### src/rtl/spi_slave_if.sv
// SPI slave front end: deserialises 10-bit command frames from MOSI
// and serialises 8-bit read data back onto MISO.
module spi_slave_if (
  input  logic       clk,
  input  logic       rst_n,
  input  logic       SS_n,
  input  logic       MOSI,
  output logic       MISO,
  output logic [9:0] rx_data,
  output logic       rx_valid,
  input  logic [7:0] tx_data,
  input  logic       tx_valid
);

  typedef enum logic [2:0] {
    IDLE,
    CHK_CMD,
    WRITE,
    READ_ADD,
    READ_DATA
  } state_t;

  state_t     state;
  state_t     state_nxt;
  logic       rd_addr_seen;
  logic [3:0] cnt;
  logic [8:0] shift;
  logic [7:0] tx_buf;
  logic       rx_done;
  logic       tx_busy;
  logic       tx_done;
  logic       shifting;
  logic       last_bit;
  logic       tx_start;
  logic       abort;

  assign abort = (state != IDLE) && SS_n;

  // State register
  always_ff @(posedge clk or negedge rst_n) begin
    if (!rst_n) state <= IDLE;
    else        state <= state_nxt;
  end

  // Next state and per-cycle datapath controls
  always_comb begin
    state_nxt = state;
    shifting  = 1'b0;
    tx_start  = 1'b0;
    unique case (state)
      IDLE: begin
        if (!SS_n) state_nxt = CHK_CMD;
      end
      CHK_CMD: begin
        if (SS_n)              state_nxt = IDLE;
        else if (!MOSI)        state_nxt = WRITE;
        else if (rd_addr_seen) state_nxt = READ_DATA;
        else                   state_nxt = READ_ADD;
      end
      WRITE, READ_ADD: begin
        if (SS_n) state_nxt = IDLE;
        else      shifting  = !rx_done;
      end
      READ_DATA: begin
        if (SS_n) begin
          state_nxt = IDLE;
        end else begin
          shifting = !rx_done;
          tx_start = rx_done && !tx_busy &&
                     !tx_done && tx_valid;
        end
      end
      default: state_nxt = IDLE;
    endcase
    last_bit = shifting && (cnt == 4'd8);
  end

  // Shift-in, command strobe and MISO shift-out
  always_ff @(posedge clk or negedge rst_n) begin
    if (!rst_n) begin
      rx_data      <= '0;
      rx_valid     <= 1'b0;
      MISO         <= 1'b0;
      rd_addr_seen <= 1'b0;
      cnt          <= '0;
      shift        <= '0;
      tx_buf       <= '0;
      rx_done      <= 1'b0;
      tx_busy      <= 1'b0;
      tx_done      <= 1'b0;
    end else begin
      rx_valid <= 1'b0;
      if (abort) begin
        cnt     <= '0;
        MISO    <= 1'b0;
        rx_done <= 1'b0;
        tx_busy <= 1'b0;
        tx_done <= 1'b0;
      end else begin
        if (state == CHK_CMD) begin
          shift   <= {shift[7:0], MOSI};
          cnt     <= '0;
          rx_done <= 1'b0;
          tx_busy <= 1'b0;
          tx_done <= 1'b0;
        end
        if (shifting) begin
          shift <= {shift[7:0], MOSI};
          cnt   <= cnt + 4'd1;
          if (last_bit) begin
            rx_data  <= {shift, MOSI};
            rx_valid <= 1'b1;
            rx_done  <= 1'b1;
            cnt      <= '0;
            if (state == READ_ADD)
              rd_addr_seen <= 1'b1;
            else if (state == READ_DATA)
              rd_addr_seen <= 1'b0;
          end
        end
        if (tx_start) begin
          MISO    <= tx_data[7];
          tx_buf  <= {tx_data[6:0], 1'b0};
          tx_busy <= 1'b1;
          cnt     <= 4'd1;
        end else if (tx_busy) begin
          if (cnt == 4'd8) begin
            MISO    <= 1'b0;
            tx_busy <= 1'b0;
            tx_done <= 1'b1;
            cnt     <= '0;
          end else begin
            MISO   <= tx_buf[7];
            tx_buf <= {tx_buf[6:0], 1'b0};
            cnt    <= cnt + 4'd1;
          end
        end
      end
    end
  end

endmodule
### config.mk
export PLATFORM = sky130hd
export DESIGN_NAME = spi_slave_if
export DESIGN_NICKNAME = d
export VERILOG_FILES = /design/src/rtl/spi_slave_if.sv
export SDC_FILE = /design/constraint.sdc
export NUM_CORES = 1
export LEC_CHECK = 0
export CAP_MARGIN = 40
export CORE_ASPECT_RATIO = 2
export CORE_MARGIN = 8
export CORE_UTILIZATION = 50
export DETAILED_ROUTE_END_ITERATION = 16
export DONT_BUFFER_PORTS = 1
export GPL_ROUTABILITY_DRIVEN = 0
export MAX_ROUTING_LAYER = met4
export PLACE_DENSITY = 0.73
export RECOVER_POWER = 25
export SETUP_SLACK_MARGIN = 0.3
export SLEW_MARGIN = 10
export SYNTH_ARGS = -nofsm -noshare
export SYNTH_HDL_FRONTEND = slang
export SYNTH_SLANG_ARGS = --single-unit
### constraint.sdc
create_clock -name clk -period 4.8 [get_ports clk]
set_input_delay 0.72 -clock clk [delete_from_list [all_inputs] [get_ports clk]]
set_output_delay 0.72 -clock clk [all_outputs]
set_load 0.03 [all_outputs]
**After elaboration in Yosys (flattened, before gate mapping)**

Index checks and enable logic that the tools add are counted.

- Bits in latches: 0
- Memory bits (writable): 0
- Word-level logic and storage cells: 87
- Memories kept: 0
- Memory bits (read-only): 0
- Register bits: 40

- Equal/unequal tests: 8
- Shifts and indexed selects: 0
- Multipliers: 0
- $add $sub $neg: 1
- Muxes and demuxes: 45
- $lt $le $gt $ge: 0
- Div/mod/pow operators: 0
- Bitwise logic cells: 1
- Reduce and logical (&&, ||, !) cells: 21

Operators with widths:

| cell | number |
|---|---|
| 4-bit 2-to-1 mux | 7 |
| 1-bit 2-to-1 mux | 27 |
| 8-bit 2-to-1 mux | 3 |
| 9-bit 2-to-1 mux | 2 |
| 3-bit 2-to-1 mux | 5 |
| 3-bit one-hot mux with 3 select lines | 1 |
| 3-bit by 2-bit equality test with 1-bit output, second input constant | 2 |
| 3-bit AND reduction | 2 |
| 2-bit nonzero test | 3 |
| 3-bit nonzero test | 2 |
| 1-bit logical AND | 5 |
| 5-bit nonzero test | 1 |
| 4-bit by 1-bit adder with 4-bit output, second input constant | 1 |
| 4-bit equality test, second input constant | 1 |
| 2-bit != test, second input constant | 2 |
| 2-bit AND reduction | 2 |
| 4-bit AND reduction | 1 |
| 3-bit by 1-bit equality test with 1-bit output, second input constant | 1 |
| 3-bit equality test, second input constant | 1 |
| 1-bit logical NOT | 3 |
| 3-bit logical NOT | 1 |
| 3-bit OR reduction | 1 |
| 2-bit by 1-bit != test with 1-bit output, second input constant | 1 |
| 1-bit inverter | 1 |

**Longest topological paths before layout**

Gate-level depths: netlist of the first run.

- Word-level depth: 9
- Gate-level depth with buffers: 7
- Gate-level depth less buffers: 6

**Worst setup path after synthesis of the first run**

No wires, ideal clock.

- Kind: input to register
- Start: in SS_n
- End: reg tx_buf[2]
- Stages: 6
- Library setup time: 0.125 ns
- Path slack: 2.552 ns
- Required time: 4.675 ns
- Arrival: 2.123 ns
- Cells stage by stage: buf_6 or2_4 nor4_4 buf_6 mux2_2 mux2_2

- Longest elaborated chain between the ends: 4

RTL lines:

| item | RTL line | text |
|---|---|---|
| start: declaration | 6 | `input logic SS_n,` |
| 1-bit 2-to-1 mux | 65 | `if (SS_n) begin` |
| 1-bit 2-to-1 mux | 50 | `unique case (state)` |
| 2-bit != test (no source line) / 2-bit nonzero test (equally long branches) | -- |  |
| 3-bit AND reduction (no source line) | -- |  |
| end signal: assignment | 123 | `tx_buf <= {tx_data[6:0], 1'b0};` |
| end signal: assignment | 134 | `tx_buf <= {tx_buf[6:0], 1'b0};` |
| end: declaration | 28 | `logic [7:0] tx_buf;` |

Parallel ways exist; a longest one is shown, timed or not.
A chain may end at the register's enable or synchronous reset.

**Final worst setup path of the first run**

- Start: reg state[1]
- End: reg tx_buf[2]

- Longest elaborated chain between the ends: 4

RTL lines:

| item | RTL line | text |
|---|---|---|
| start: declaration | 23 | `state_t state;` |
| start signal: assignment | 42 | `else state <= state_nxt;` |
| 3-bit equality test / 3-bit nonzero test (equally long branches) | 50, 37 |  |
| 1-bit 2-to-1 mux / 1-bit logical AND (equally long branches) | 50, 37 |  |
| 2-bit != test (no source line) (tied with other cells) | -- |  |
| 3-bit AND reduction (no source line) | -- |  |

Parallel ways exist; a longest one is shown, timed or not.

==> results of run 1 <==
[kinds of logic after synthesis]
family | count (synthesis)
adder cells (fa/ha/maj) | 2
AO/OA/AOI/OAI | 25
AND/OR/NAND/NOR | 34
multiplexers | 31
flip-flops | 39
buffers and inverters | 15
[power by group through the flow]
| stage | clock, W | combinational (W) | sequential (W) |
|---|---|---|---|
| 3_5_place_dp | 0 | 0.0000753 | 0.000409 |
| 6_report | 0.000319 | 0.0000746 | 0.000401 |
| 3_3_place_gp | 0 | 0.0000723 | 0.000405 |
| 4_1_cts | 0.000325 | 0.0000756 | 0.000402 |
| 2_1_floorplan | 0 | 0.0000767 | 0.000393 |
| 5_1_grt | 0.000338 | 0.0000820 | 0.000409 |
[worst max-delay path, delay by kind of cell, from the launching register on]
kind | cells | cell delay [ns]
multiplexers | 1 | 0.37
AO/OA/AOI/OAI | 1 | 0.32
flip-flops | 1 | 0.53
AND/OR/NAND/NOR | 2 | 0.96
[stage by stage]
step	cell area, sq um	power, W
2_1_floorplan	1900	0.000470
3_3_place_gp	1890	0.000478
3_5_place_dp	1900	0.000484
4_1_cts	2030	0.000802
5_1_grt	2030	0.000829
6_report	2030	0.000794
[cells in the mapped netlist (all sizes together) (3+ instances only)]
library cell,count
buf,6
a32oi,3
nor2,6
mux2,31
nand2,5
inv,8
a21oi,7
nor2b,3
dfrtp,39
[worst min-delay path by stage]
| stage | to | slack [ns] | cells past startpoint |
|---|---|---|---|
| after floorplan | MISO | 0.42 | 0 |
| after global placement | rx_done | 0.43 | 0 |
| after detailed placement | state[1] | 0.43 | 0 |
| after CTS | rx_data[3] | 0.11 | 0 |
| after global routing | tx_busy | 0.1 | 0 |
| final | tx_busy | 0.12 | 0 |
[metal layers]
metal  track usage  routed length [microns]  up-vias  part of all wire
li1              -                        -      529                 -
met1         0.126                     1280      585              0.37
met2         0.224                     1930       19              0.55
met3        0.0550                      230        7             0.066
met4        0.0611                       65        0             0.019
met5             -                        0        -                 0
[sequential cells by signal (all words and copies together), names as in the netlist]
register      flops
rx_data          10
shift             9
tx_buf            7
cnt               4
state             3
MISO              1
rd_addr_seen      1
rx_done           1
rx_valid          1
tx_busy           1
tx_done           1
[area by class of cell]
type                       instances  share of cell area
multi-input combinational         92               0.405
timing repair buffer               1             0.00370
tap                               49              0.0302
clock inverter                     2              0.0296
sequential                        39               0.481
clock buffer                       6              0.0358
inverter                           8              0.0148
==> flow_summary.json, run 1 <==
{
  "ant_nets": 0,
  "synth_fp_nets": 161,
  "post_drt_wl_per_cell_microns": 17.8,
  "port_buffers": 0,
  "outcome": "finished, final reports clean",
  "p_int_w": 0.000622,
  "drt_wl_total_mm": 3.51,
  "hold_slack_ns": 0.116,
  "cts_hold_buf": 0,
  "multi_input_area_sq_um": 822,
  "cp_max_fo": 14,
  "synth_top_family_by_area": "multiplexers",
  "p_sw_w": 0.000173,
  "yosysSeqAreaShare": 0.514,
  "start_util": 0.521,
  "max_freq_mhz": 438,
  "period_share": 0.476,
  "synthSimpleGateAreaFrac": 0.126,
  "gr-total-overflow": 0,
  "async_reset_ff_frac": 1.00,
  "critPathKind": "register to register",
  "num_rows": 31,
  "ys_types": 45,
  "required_ns": 4.98,
  "synth_mux_area_frac": 0.184,
  "r2r_slack_ns": 2.52,
  "cpMaxStageDelayCell": "nor4_4",
  "synth_top_area_cell": "dfrtp_1",
  "die_w_microns": 59.6,
  "clock_path_buffers": 2,
  "rsz0062_at_grt": "false",
  "grt_max_degree": 40,
  "syn_to_final_growth_pct": 6.85,
  "synth_xor_area_frac": 0,
  "crit_path_end": "tx_buf[2]",
  "min_period_ns": 2.28,
  "dp.cells": 189,
  "finClkSkew_ns": 0.0109,
  "total_leakage_power_nw": 0.907,
  "path_cells": "or2_4 -> nor4_4 -> a2bb2oi_4 -> mux2_2",
  "synth_seq_cells": 39,
  "netlist.area_leader.share": 0.514,
  "clk_pin_slew_ns": 0.08,
  "dp_hpwl_mm": 2.58,
  "synth_compound_area_frac": 0.110,
  "route.vias.total": 1140,
  "stdcell_count": 197,
  "nFillCells": 331,
  "drive_above_1_share": 0.304,
  "cts_made_buffers": 5,
  "fin_ws_ns": 2.52,
  "cp.arrival_ns": 2.47,
  "diodes": 0,
  "combPwrFrac": 0.094,
  "r2r_start": "state[1]",
  "slew_viol_final": 0,
  "irDropWorstVdd_mv": 0.444,
  "postCtsResizedCells": 0,
  "final_cell_mix": "39 x dfrtp_1, 29 x mux2_2, 8 x inv_1",
  "cap_viol_max_count": 0,
  "final_common_cell": "dfrtp_1",
  "utilization": 0.557,
  "cts_sinks": 39,
  "fin_tns_setup_ns": 0,
  "cts_root_buf": "clkbuf_8",
  "cts_setup_buffers": 0,
  "synth_warnings": 0,
  "drt_first_pass_iters": 3,
  "end_kind": "register",
  "nNetsFinal": 162,
  "synthesis.area_sq_mm": 0.00190,
  "synth_cells": 146,
  "ys_top_cells_by_area": "dfrtp_1 51%, mux2_2 17%, buf_6 2.4%",
  "core_area_sq_mm": 0.00365,
  "drt-initial-drc-count": 18,
  "cp-start-kind": "register",
  "reg2regPathDepth": 4,
  "synth_edf_count": 0,
  "p_seq_frac": 0.505,
  "cts_tree": "built",
  "io-pin-count": 25,
  "grt_antenna_before_repair": 0,
  "swShare": 0.218,
  "hp-class": "input pin to asynchronous set/reset pin",
  "r2r-end": "tx_buf[2]",
  "die-area_sq_mm": 0.00615,
  "setup_violations": 0,
  "startpoint": "state[1]",
  "grt_usage": 0.133,
  "final-hold-violation-count": 0,
  "syn_area_per_cell_sq_um": 13.0,
  "die_h_microns": 103,
  "synthFlopType": "dfrtp_1",
  "worstSkewPairLatency_ns": 0.29,
  "power_density_mw_per_mm2": 391,
  "first_global_vias": 1262,
  "clock_power_share": 0.401,
  "synthAdderAreaFrac": 0.0132,
  "via_per_inst": 5.79,
  "grt_pass1_wl_mm": 5.99,
  "relSlewSlack": 0.517,
  "seq_area_sq_um": 976,
  "h-tree-depth": 2,
  "critPathMaxStageDelay_ns": 0.62,
  "drc_errors": 0,
  "worst_pin_slew_ns": 0.719,
  "dp_slack_ns": 2.40
}
Power figures use the tool's default switching activity.
==> run 2: changes to the inputs <==
==> constraint.sdc (replaced) <==
create_clock -name clk -period 2.3 [get_ports clk]
set_input_delay 0.345 -clock clk [delete_from_list [all_inputs] [get_ports clk]]
set_output_delay 0.345 -clock clk [all_outputs]
set_load 0.03 [all_outputs]
==> run 2 against run 1 <==
Net effect: first-iteration DRC count rose by 56%; die area did not move; wire length rose by 6.9%; sequential share of layout area fell by 0.87 points; largest power group unchanged; clock power rose by 50%; critical endpoint is now shift[1]; hold slack got worse by 0.012 ns; combinational power rose to 2.6 times the previous value; final cell count rose by 5.1%; power rose by 90%; non-clock buffer count rose by 10.
==> flow_summary.json, run 2 (same netlist as run 1, synthesis figures left out) <==
{
  "grt_antenna_before_repair": 0,
  "cts_root_buf": "clkbuf_8",
  "clk_pin_slew_ns": 0.08,
  "power_density_mw_per_mm2": 729,
  "critPathMaxStageDelay_ns": 0.49,
  "swShare": 0.275,
  "utilization": 0.568,
  "final_common_cell": "dfrtp_1",
  "cp.arrival_ns": 2.10,
  "slew_viol_final": 0,
  "combPwrFrac": 0.127,
  "min_period_ns": 1.92,
  "largest_register_ffs": 10,
  "dp.cells": 194,
  "syn_to_final_growth_pct": 8.96,
  "drt_wl_total_mm": 3.75,
  "max_freq_mhz": 521,
  "start_util": 0.521,
  "outcome": "finished, final reports clean",
  "clock_path_buffers": 2,
  "drt_first_pass_iters": 4,
  "drc_errors": 0,
  "via_per_inst": 5.70,
  "cts_tree": "built",
  "ant_nets": 0,
  "setup_violations": 0,
  "die-area_sq_mm": 0.00615,
  "stdcell_count": 207,
  "fin_tns_setup_ns": 0,
  "irDropWorstVdd_mv": 0.464,
  "nNetsFinal": 172,
  "critPathKind": "register to register",
  "cap_viol_max_count": 0,
  "grt_usage": 0.137,
  "required_ns": 2.48,
  "rsz0062_at_grt": "false",
  "die_w_microns": 59.6,
  "drt-initial-drc-count": 28,
  "final_cell_mix": "38 x dfrtp_1, 29 x mux2_2, 8 x inv_1",
  "reg2regPathDepth": 4,
  "nFillCells": 319,
  "post_drt_wl_per_cell_microns": 18.1,
  "die_h_microns": 103,
  "cp-start-kind": "register",
  "cpMaxStageDelayCell": "dfrtp_1",
  "drive_above_1_share": 0.361,
  "cp_top_family": "simple AND/OR/NAND/NOR gates",
  "multi_input_area_sq_um": 825,
  "p_seq_frac": 0.556,
  "min_path_cells": 1,
  "p_int_w": 0.00109,
  "end_kind": "register",
  "regMostFlops": "rx_data",
  "cts_sinks": 39,
  "finClkSkew_ns": 0.00828,
  "path_cells": "or3_4 -> and2_0 -> nor2_8 -> mux2_2",
  "cp_max_fo": 10,
  "h-tree-depth": 2,
  "grt_pass1_wl_mm": 6.22,
  "route.vias.total": 1180,
  "gr-total-overflow": 0,
  "final-hold-violation-count": 0,
  "period_share": 0.835,
  "crit_buf_inv": 0,
  "dp_slack_ns": 0.266,
  "first_global_vias": 1283,
  "worstSkewPairLatency_ns": 0.30,
  "relSlewSlack": 0.364,
  "num_rows": 31,
  "cts_made_buffers": 5,
  "total_leakage_power_nw": 0.931,
  "fin_ws_ns": 0.380,
  "port_buffers": 0,
  "clock_power_share": 0.317,
  "seq_area_sq_um": 977,
  "grt_max_degree": 40,
  "cp.depth": 4,
  "core_area_sq_mm": 0.00365,
  "diodes": 0,
  "worst_pin_slew_ns": 0.954,
  "io-pin-count": 25,
  "hp-class": "input pin to register",
  "dp_hpwl_mm": 2.66,
  "top_regs": "rx_data x10, shift x9, tx_buf x7",
  "p_sw_w": 0.000415
}
==> run 2: cell count changes in the layout (fill, tap and decap cells not counted) <==
cell / previous run / this run
buf_4: 1 / 7
buf_6: 0 / 1
bufinv_16: 2 / 0
clkbuf_1: 1 / 0
clkbuf_2: 0 / 2
clkinvlp_4: 0 / 2
dfrtp_1: 39 / 38
dfrtp_2: 0 / 1
dlygate4sd3_1: 0 / 1
inv_6: 0 / 1
nor2_1: 5 / 4
nor2_2: 0 / 1
==> run 2: layout make-up <==
type,count,area share
inverter,8,0.0145
clock inverter,3,0.0115
multi-input combinational,92,0.398
clock buffer,5,0.0333
sequential,39,0.472
tap,49,0.0296
timing repair buffer,11,0.0405
==> run 2: power by group through the flow <==
stage          clock, W  sequential (W)  combinational (W)
4_1_cts        0.000485        0.000841           0.000188
3_5_place_dp          0        0.000854           0.000168
6_report       0.000477        0.000838           0.000192
3_3_place_gp          0        0.000845           0.000159
5_1_grt        0.000517        0.000855           0.000211
2_1_floorplan         0        0.000821           0.000160
==> run 2: path summary, 6_finish.rpt <==
check                          start  slack (ns)   endpoint
max                         state[0]        0.38   shift[1]
min                             SS_n        0.10   state[1]
max reg2reg                 state[0]        0.38   shift[1]
min reg2reg                tx_buf[7]        0.51  tx_buf[7]
max in group asynchronous      rst_n        0.93   state[1]
min in group asynchronous      rst_n        0.74    rx_done
==> run 2: metrics by stage <==
step                area [sq um]  total power [W]  hold slack, ns
global route                2070          0.00158          0.0975
detailed placement          1930          0.00102          0.0513
finish                      2070          0.00151           0.104
floorplan                   1900         0.000981          0.0494
CTS                         2060          0.00151           0.101
global placement            1930          0.00100          0.0513
==> run 2: routing by layer <==
layer	share of wire	vias to the layer above	GRT usage
met1	0.37	605	0.141
met2	0.56	19	0.238
met3	0.049	7	0.0350
met4	0.017	0	0.0556
li1	-	549	-
met5	0	-	-
==> run 2: worst register-to-register path: cells and delay by family, from the launching register on <==
kind          cells  cell delay [ns]
flops             1             0.49
mux               1             0.36
simple gates      3             0.95
==> run 2: repair_timing <==
action | CTS | global route
endpoints found under the setup margin | 6 | 6
hold endpoints to repair | 39 | 0
pin swaps | 0 | 1
resized for setup | 1 | 2
buffers inserted | 0 | 3
hold buffers | 2 | 0
==> run 3: changes to the inputs <==
==> constraint.sdc (replaced) <==
create_clock -name clk -period 1.8 [get_ports clk]
set_input_delay 0.27 -clock clk [delete_from_list [all_inputs] [get_ports clk]]
set_output_delay 0.27 -clock clk [all_outputs]
set_load 0.03 [all_outputs]
==> run 3 against run 2 <==
Net effect: the flow now finishes with violations (negative setup slack); final cell count rose by 15%; die area is the same; largest power group unchanged; largest cell class is now multi-input gates; critical path type unchanged; fmax fell by 0.76%; global-route usage grew 4.0 points; highest routed layer unchanged; critical endpoint is now tx_buf[3].
==> flow_summary.json, run 3 (same netlist as run 1, synthesis figures left out) <==
{
  "first_global_vias": 1604,
  "placed_area_sq_mm": 0.00216,
  "violations": "negative setup slack",
  "grt_pass1_wl_mm": 7.78,
  "largest_register_ffs": 10,
  "clock_path_buffers": 2,
  "cap_viol_max_count": 0,
  "final_cell_mix": "36 x dfrtp_1, 31 x mux2_4, 27 x buf_4",
  "io-pin-count": 25,
  "finClkSkew_ns": 0.00509,
  "max_freq_mhz": 517,
  "die-area_sq_mm": 0.00615,
  "route.vias.total": 1390,
  "regMostFlops": "rx_data",
  "num_rows": 31,
  "via_per_inst": 5.82,
  "power_density_mw_per_mm2": 890,
  "cp-start-kind": "register",
  "use_met2": 0.315,
  "gr-total-overflow": 0,
  "worstSkewPairLatency_ns": 0.29,
  "cts_sinks": 39,
  "r2r_slack_ns": -0.13,
  "min_period_ns": 1.93,
  "irDropWorstVdd_mv": 0.845,
  "outcome": "complete, but fails checks",
  "ant_nets": 0,
  "drc_errors": 0,
  "slew_viol_final": 0,
  "diodes": 0,
  "cp_max_fo": 7,
  "dp_hpwl_mm": 2.90,
  "total_leakage_power_nw": 1.25,
  "required_ns": 1.98,
  "port_buffers": 0,
  "hold_slack_ns": 0.0395,
  "cts_root_buf": "clkbuf_8",
  "cp.arrival_ns": 2.11,
  "period_share": 1.07,
  "syn_to_final_growth_pct": 41.4,
  "cts_tree": "built",
  "worst_pin_slew_ns": 0.962,
  "grt_usage": 0.177,
  "final_area_sq_mm": 0.00269,
  "hp-class": "input pin to register",
  "die_h_microns": 103,
  "cts_made_buffers": 5,
  "grt_max_degree": 40,
  "rsz0062_at_grt": "true",
  "drive_above_1_share": 0.563,
  "drt-initial-drc-count": 34,
  "grt_antenna_before_repair": 0,
  "final_common_cell": "dfrtp_1",
  "use_met3": 0.0450,
  "critPathKind": "register to register",
  "end_kind": "register",
  "final-hold-violation-count": 0,
  "start_util": 0.521,
  "post_drt_wl_per_cell_microns": 20.8,
  "core_area_sq_mm": 0.00365,
  "die_w_microns": 59.6,
  "top_regs": "rx_data x10, shift x9, tx_buf x7",
  "utilization": 0.737,
  "fin_ws_ns": -0.135,
  "h-tree-depth": 2,
  "grt_use_met1": 0.159,
  "nNetsFinal": 204,
  "clk_pin_slew_ns": 0.07,
  "setup_violations": 7,
  "drt_wl_total_mm": 4.98,
  "relSlewSlack": 0.359,
  "grt_busiest_layer": "met2",
  "drt_first_pass_iters": 4
}
-- run 3: cell types whose count changed in the layout (fill, tap and decap cells not counted), moves of 3 or more --
cell / previous run / this run
mux2_4: 0 / 31
mux2_2: 29 / 0
buf_4: 7 / 27
buf_6: 1 / 8
buf_12: 0 / 3
-- run 3: final timing paths --
check	startpoint	to	cells past startpoint
min reg2reg	tx_buf[6]	tx_buf[6]	1
max in group asynchronous	rst_n	state[0]	2
min	SS_n	state[1]	1
max	state[1]	tx_buf[3]	6
max reg2reg	state[1]	tx_buf[3]	6
min in group asynchronous	rst_n	cnt[0]	2
-- run 3: routing by layer --
metal | wire length, microns | up-vias
met3 | 263 | 14
met4 | 144 | 0
met2 | 2900 | 43
li1 | - | 619
met5 | 0 | -
met1 | 1670 | 714
-- run 3: worst max-delay path, cell delays in order, from the launching register on --
cell and delay [ns]:
dfrtp_1 0.41, or2_4 0.26, nor4_4 0.32, buf_4 0.19
a2bb2oi_4 0.19, buf_12 0.15, mux2_4 0.30
-- run 3: per-stage QoR --
step | cells | worst slack, ns | TNS (ns) | total power (W)
floorplan | 146 | 0.0164 | 0 | 0.00134
global placement | 204 | 0.0252 | 0 | 0.00141
detailed placement | 204 | -0.0704 | -0.379 | 0.00143
CTS | 230 | -0.0390 | -0.175 | 0.00236
global route | 239 | -0.179 | -1.26 | 0.00248
finish | 239 | -0.135 | -0.831 | 0.00239
-- run 3: layout make-up --
class,instances,area [sq um]
Clock buffer,5,68.8
Timing Repair Buffer,42,408
Clock inverter,3,67.6
Fill cell,220,960
Inverter,8,30.0
Sequential cell,39,980
Multi-Input combinational cell,93,1070
Tap cell,49,61.3
-- run 3: what timing repair did --
item | in CTS | in global routing
pin swaps | 4 | 12
gates resized for setup | 18 | 18
setup endpoints to repair | 34 | 36
hold buffers | 2 | 0
setup buffers | 14 | 9
endpoints found under the hold margin | 39 | 0
gates cloned | 2 | 0
-- run 3: power by group --
group	internal [W]	total [W]	switching (W)
Combinational	0.000272	0.000436	0.000164
Clock	0.000553	0.000870	0.000318
Sequential	0.000984	0.00108	0.0000997
Total	0.00181	0.00239	0.000582
